$ cat src/rtl/rsa256_stream_ctrl.sv
// Byte-stream front end for the 256-bit modexp core: loads n, d and a
// (MSB first), starts the core, then streams the low TX_BYTES result bytes.
// Ports: i_rx_* byte input (valid/ready), o_tx_* byte output (valid/ready),
// o_core_* / i_core_* core interface, i_key_reload, o_key_loaded status.
module rsa256_stream_ctrl #(
  parameter int KEY_BYTES = 32,
  parameter int TX_BYTES  = 31
) (
  input  logic         i_clk,
  input  logic         i_rst,
  input  logic [7:0]   i_rx_data,
  input  logic         i_rx_valid,
  output logic         o_rx_ready,
  output logic [7:0]   o_tx_data,
  output logic         o_tx_valid,
  input  logic         i_tx_ready,
  input  logic         i_key_reload,
  output logic         o_core_start,
  output logic [255:0] o_core_a,
  output logic [255:0] o_core_d,
  output logic [255:0] o_core_n,
  input  logic [255:0] i_core_a_pow_d,
  input  logic         i_core_finished,
  output logic         o_key_loaded
);

  typedef enum logic [2:0] {
    S_GET_N,
    S_GET_D,
    S_GET_A,
    S_START,
    S_WAIT,
    S_SEND
  } state_t;

  localparam logic [5:0] KEY_LAST = 6'(KEY_BYTES - 1);
  localparam logic [5:0] TX_LAST  = 6'(TX_BYTES - 1);

  state_t       state_q, state_d;
  logic [5:0]   cnt_q, cnt_d;
  logic [255:0] n_q, n_d;
  logic [255:0] d_q, d_d;
  logic [255:0] a_q, a_d;
  logic [255:0] tx_q, tx_d;
  logic         rx_ready_q, rx_ready_d;
  logic         tx_valid_q, tx_valid_d;
  logic         start_q, start_d;
  logic         key_loaded_q, key_loaded_d;

  logic rx_fire;
  logic tx_fire;

  assign rx_fire = i_rx_valid & rx_ready_q;
  assign tx_fire = tx_valid_q & i_tx_ready;

  always_comb begin
    state_d      = state_q;
    cnt_d        = cnt_q;
    n_d          = n_q;
    d_d          = d_q;
    a_d          = a_q;
    tx_d         = tx_q;
    key_loaded_d = key_loaded_q;

    unique case (state_q)
      S_GET_N: begin
        if (rx_fire) begin
          n_d = {n_q[247:0], i_rx_data};
          if (cnt_q == KEY_LAST) begin
            cnt_d   = '0;
            state_d = S_GET_D;
          end else begin
            cnt_d = cnt_q + 6'd1;
          end
        end
      end
      S_GET_D: begin
        if (rx_fire) begin
          d_d = {d_q[247:0], i_rx_data};
          if (cnt_q == KEY_LAST) begin
            cnt_d        = '0;
            key_loaded_d = 1'b1;
            state_d      = S_GET_A;
          end else begin
            cnt_d = cnt_q + 6'd1;
          end
        end
      end
      S_GET_A: begin
        if (rx_fire) begin
          a_d = {a_q[247:0], i_rx_data};
          if (cnt_q == KEY_LAST) begin
            cnt_d   = '0;
            state_d = S_START;
          end else begin
            cnt_d = cnt_q + 6'd1;
          end
        end else if (i_key_reload && (cnt_q == '0)) begin
          // Reload only between blocks so a half-received a is never mixed
          // with a new key.
          key_loaded_d = 1'b0;
          state_d      = S_GET_N;
        end
      end
      S_START: begin
        state_d = S_WAIT;
      end
      S_WAIT: begin
        if (i_core_finished) begin
          tx_d    = i_core_a_pow_d;
          state_d = S_SEND;
        end
      end
      S_SEND: begin
        if (tx_fire) begin
          tx_d = tx_q << 8;
          if (cnt_q == TX_LAST) begin
            cnt_d   = '0;
            state_d = S_GET_A;
          end else begin
            cnt_d = cnt_q + 6'd1;
          end
        end
      end
      default: begin
        state_d = S_GET_N;
        cnt_d   = '0;
      end
    endcase

    // Handshake outputs are registered and decoded from the next state,
    // so they line up with the state they describe.
    rx_ready_d = (state_d == S_GET_N) || (state_d == S_GET_D) ||
                 (state_d == S_GET_A);
    tx_valid_d = (state_d == S_SEND);
    start_d    = (state_d == S_START);
  end

  always_ff @(posedge i_clk) begin
    if (i_rst) begin
      state_q      <= S_GET_N;
      cnt_q        <= '0;
      n_q          <= '0;
      d_q          <= '0;
      a_q          <= '0;
      tx_q         <= '0;
      rx_ready_q   <= 1'b0;
      tx_valid_q   <= 1'b0;
      start_q      <= 1'b0;
      key_loaded_q <= 1'b0;
    end else begin
      state_q      <= state_d;
      cnt_q        <= cnt_d;
      n_q          <= n_d;
      d_q          <= d_d;
      a_q          <= a_d;
      tx_q         <= tx_d;
      rx_ready_q   <= rx_ready_d;
      tx_valid_q   <= tx_valid_d;
      start_q      <= start_d;
      key_loaded_q <= key_loaded_d;
    end
  end

  assign o_rx_ready   = rx_ready_q;
  assign o_tx_valid   = tx_valid_q;
  assign o_tx_data    = tx_q[TX_BYTES*8-1 -: 8];
  assign o_core_start = start_q;
  assign o_core_a     = a_q;
  assign o_core_d     = d_q;
  assign o_core_n     = n_q;
  assign o_key_loaded = key_loaded_q;

endmodule

$ cat config.mk
export PLATFORM = sky130hd
export DESIGN_NAME = rsa256_stream_ctrl
export DESIGN_NICKNAME = d
export VERILOG_FILES = /design/src/rtl/rsa256_stream_ctrl.sv
export SDC_FILE = /design/constraint.sdc
export NUM_CORES = 2
export LEC_CHECK = 0
export CELL_PAD_IN_SITES_DETAIL_PLACEMENT = 0
export CELL_PAD_IN_SITES_GLOBAL_PLACEMENT = 2
export CORE_AREA = 4 4 410 412
export CTS_CLUSTER_DIAMETER = 50
export DETAILED_ROUTE_END_ITERATION = 8
export DIE_AREA = 0 0 414 416
export GPL_ROUTABILITY_DRIVEN = 0
export GPL_TIMING_DRIVEN = 0
export PLACE_DENSITY_LB_ADDON = 0.2
export SLEW_MARGIN = 30
export SYNTH_ARGS = -nofsm -noshare
export SYNTH_HDL_FRONTEND = slang
export SYNTH_SLANG_ARGS = --single-unit
$ cat constraint.sdc
create_clock -name i_clk -period 3.09 [get_ports i_clk]
set_input_delay 0.618 -clock i_clk [delete_from_list [all_inputs] [get_ports i_clk]]
set_output_delay 0.618 -clock i_clk [all_outputs]
set_load 0.05 [all_outputs]
==> summary.md <==
| Metric | Value |
|---|---|
| Status | complete, no violations |
| Post-route ant nets | 0 |
| WL final | 185000 um |
| Design area | 56100 um2 |
| HPWL after DPL | 145000 um |
| Worst EP required | 2470 ps |
| Worst path slowest cell | clkdlybuf4s50_1 |
| Tot GR Track Use | 20.5% |
| Total power | 32700 uW |
| Root buffer cell | clkbuf_16 |
| Top delay family on crit path | buffers and inverters |
| First-pass GRT wire length | 263000 um |
| Synth area leaders | dfxtp_1, nand2_1, a21oi_1, a311oi_1, nor2_1 |
| Clock latency on the worst-skew pair | 770 ps |
| Vias in the first global route | 37000 |
| Hold buffer count at cts | 0 |
| Ys async rst share | 0% |
| DR WL/cell | 22.2 um |
| Tmin final | 2930 ps |
| Post-DP Area | 50600 um2 |
| Met1 wire length | 71300 um |
| Post-synth top area cell | dfxtp_1 |
| Max incr delay on CP | 1000 ps |
| Clock transition at the registers of the reported paths | 50 ps |
| Ports | 1050 |
| FF-to-FF Start | state_q[0] |
| Max Clk Rate | 342 MHz |
| WL met3 | 14000 um |
| Share of Yosys cell area claimed by the top area cell type | 55.0% |
| Final Cycle Share | 94.7% |
| Residual DRC count | 0 |
| Die width | 414 um |
| Initial antenna violation count | 19 |
| Slew Viols, Final | 0 |
| Synth cell types | 44 |
| Worst slew margin | 38.7% |
| Top FF cell, synth | dfxtp_1 |
| Largest net degree at the start of global routing | 17 |
| Nets | 6269 |
| Commonest cells after routing, fill and taps aside | nand2_1, clkdlybuf4s50_1, dfxtp_1, a21oi_1, nor2_1 |
| Max cap viols | 0 |
| Routed wire length on met2 | 92700 um |
| Setup TNS | 0 ps |
| Maximum vdd drop | 478 uV |
| DIE HEIGHT | 416 um |
| Most common cell after layout, fill and taps aside | nand2_1 |
| Worst Setup SP | o_core_d[153] |
| Drt initial violations | 1965 |
| Hold Worst Slack | 446 ps |
| Synth Register Bits | 1029 |
| Synthesized cell area | 37500 um2 |
| Hold path start | i_core_a_pow_d[16] |
| Fin cells | 8318 |
| Area of the core | 164000 um2 |
| Worst EP arrival | 2310 ps |
| PD cells | 583 nW/um2 |
| P&R area growth vs syn | 49.7% |
| Max clock buf depth | 3 |
| Via count | 36900 |
| TritonRoute pass-1 iters | 5 |
| Routed vias/inst | 4.44 |
| Resized Gates After CTS | 0 |
| Starting Density | 22.8% |
| Buf/Inv on CP | 1 |
| Post-Syn Nets | 5074 |
| CP max FO | 3 |
| Critical path class | reg2out |
| FILL cells | 17700 |
| Final hold violations | 0 |
| Worst-Margin Slew | 919 ps |
| CTS tree | done |
| PortBufs | 1040 |
| Crit start category | register |
| Placed cell count | 8030 |
| Register area share after synthesis | 55.0% |
| RSZ-0062 raised after global routing | false |
| Yosys warns | 0 |
| Mean post-synth cell area | 7.80 um2 |
| Ratio of cells with drive above 1 in the final layout | 7.51% |
| Gr ovfl total | 0 |
| Sink Count | 1029 |
| Syn Inst Count | 4801 |
| Worst min path class | in2reg |
| H-Tree Depth | 4 |
| Static leakage | 0.0186 uW |
| Cells along the critical path | clkdlybuf4s50_1 |
| Row count | 149 |
| Die area | 172000 um2 |
| EDFF count, synth | 0 |
| Total CTS buffers | 153 |
| Setup crit end kind | output pin |
| Final Setup Violations | 0 |
| Setup bufs post-CTS | 0 |
| Top Metal Used | met5 |
| Setup Skew | 26.3 ps |
## metal layers
layer,vias to the layer above,track usage [%]
li1,18300,-
met1,17500,22.4
met2,908,36.3
met3,238,7.41
met4,8,7.27
met5,-,0
## where the power goes
group | switching [uW] | total [uW] | leakage [uW] | internal, uW
sequential | 10.5 | 13300 | 0.00828 | 13300
combinational | 609 | 1000 | 0.00760 | 395
clock | 6900 | 18400 | 0.00269 | 11500
## worst reg2reg max path, stage by stage, from the launching register on
cell and delay (ps):
dfxtp_1 290, buf_2 180, inv_2 180, nand3_1 120, nor2_1 450, clkbuf_1 630
buf_2 360, nand2_1 110, a21oi_1 120
## synth_stat cells, types with 2 or more instances
cell         n
a31oi_1      2
a311oi_1   240
a22oi_1      8
o211ai_1     2
buf_1        4
nand3b_1     2
nand3_1     10
ha_1         3
o21ai_0      4
dfxtp_1   1029
nand2_1   2024
clkbuf_1   219
and3_1       5
nor2_1     257
and2_1       4
buf_2      160
nor4_1       2
inv_1        4
buf_4       19
a21oi_1    776
nor3_1       4
## worst paths after layout
check	end	slack, ps	depth (start not counted)
setup / recovery	o_core_d[153]	160	1
hold / removal	tx_q[16]	450	3
setup reg to reg	o_core_a[172]	600	8
hold reg to reg	o_core_a[24]	450	2
## final cells by class
type | instances | area (um2) | area share [%]
well taps | 2189 | 2740 | 4.88
multi-input cells | 3364 | 15100 | 26.9
plain buffers | 403 | 1790 | 3.20
diodes | 6 | 15.0 | 0.0268
clock inverters | 74 | 950 | 1.69
inverters | 5 | 18.8 | 0.0335
repair buffers | 1040 | 10400 | 18.6
clock buffers | 208 | 4500 | 8.03
flip-flops and latches | 1029 | 20600 | 36.7
## stage by stage
step / setup slack [ps] / util [%]
floorplan: 1110 / -
global placement: -926 / 30.8
detailed placement: -78.2 / 30.8
CTS: 0.698 / 34.1
global route: 29.8 / 34.1
finish: 165 / 34.1
## state kept, by name (all words and copies together) (netlist names)
| name | flops |
|---|---|
| o_key_loaded | 1 |
| cnt_q | 6 |
| o_core_n | 256 |
| tx_q | 248 |
| state_q | 3 |
| o_tx_valid | 1 |
| o_core_d | 256 |
| o_rx_ready | 1 |
| o_core_a | 256 |
| o_core_start | 1 |
## cells by family (layout without fill, tap and decap cells)
logic type               Yosys count  after routing  synth area share (%)
multiplexers                       1              1                0.0267
other                              0              6                     0
buffers and inverters            408           1730                  4.83
AND/OR/NAND/NOR                 2318           2318                  23.6
AO/OA/AOI/OAI                   1042           1042                  16.5
adder cells (fa/ha/maj)            3              3                 0.100
flip-flops                      1029           1029                  55.0
(Power assumes the default switching activity.)
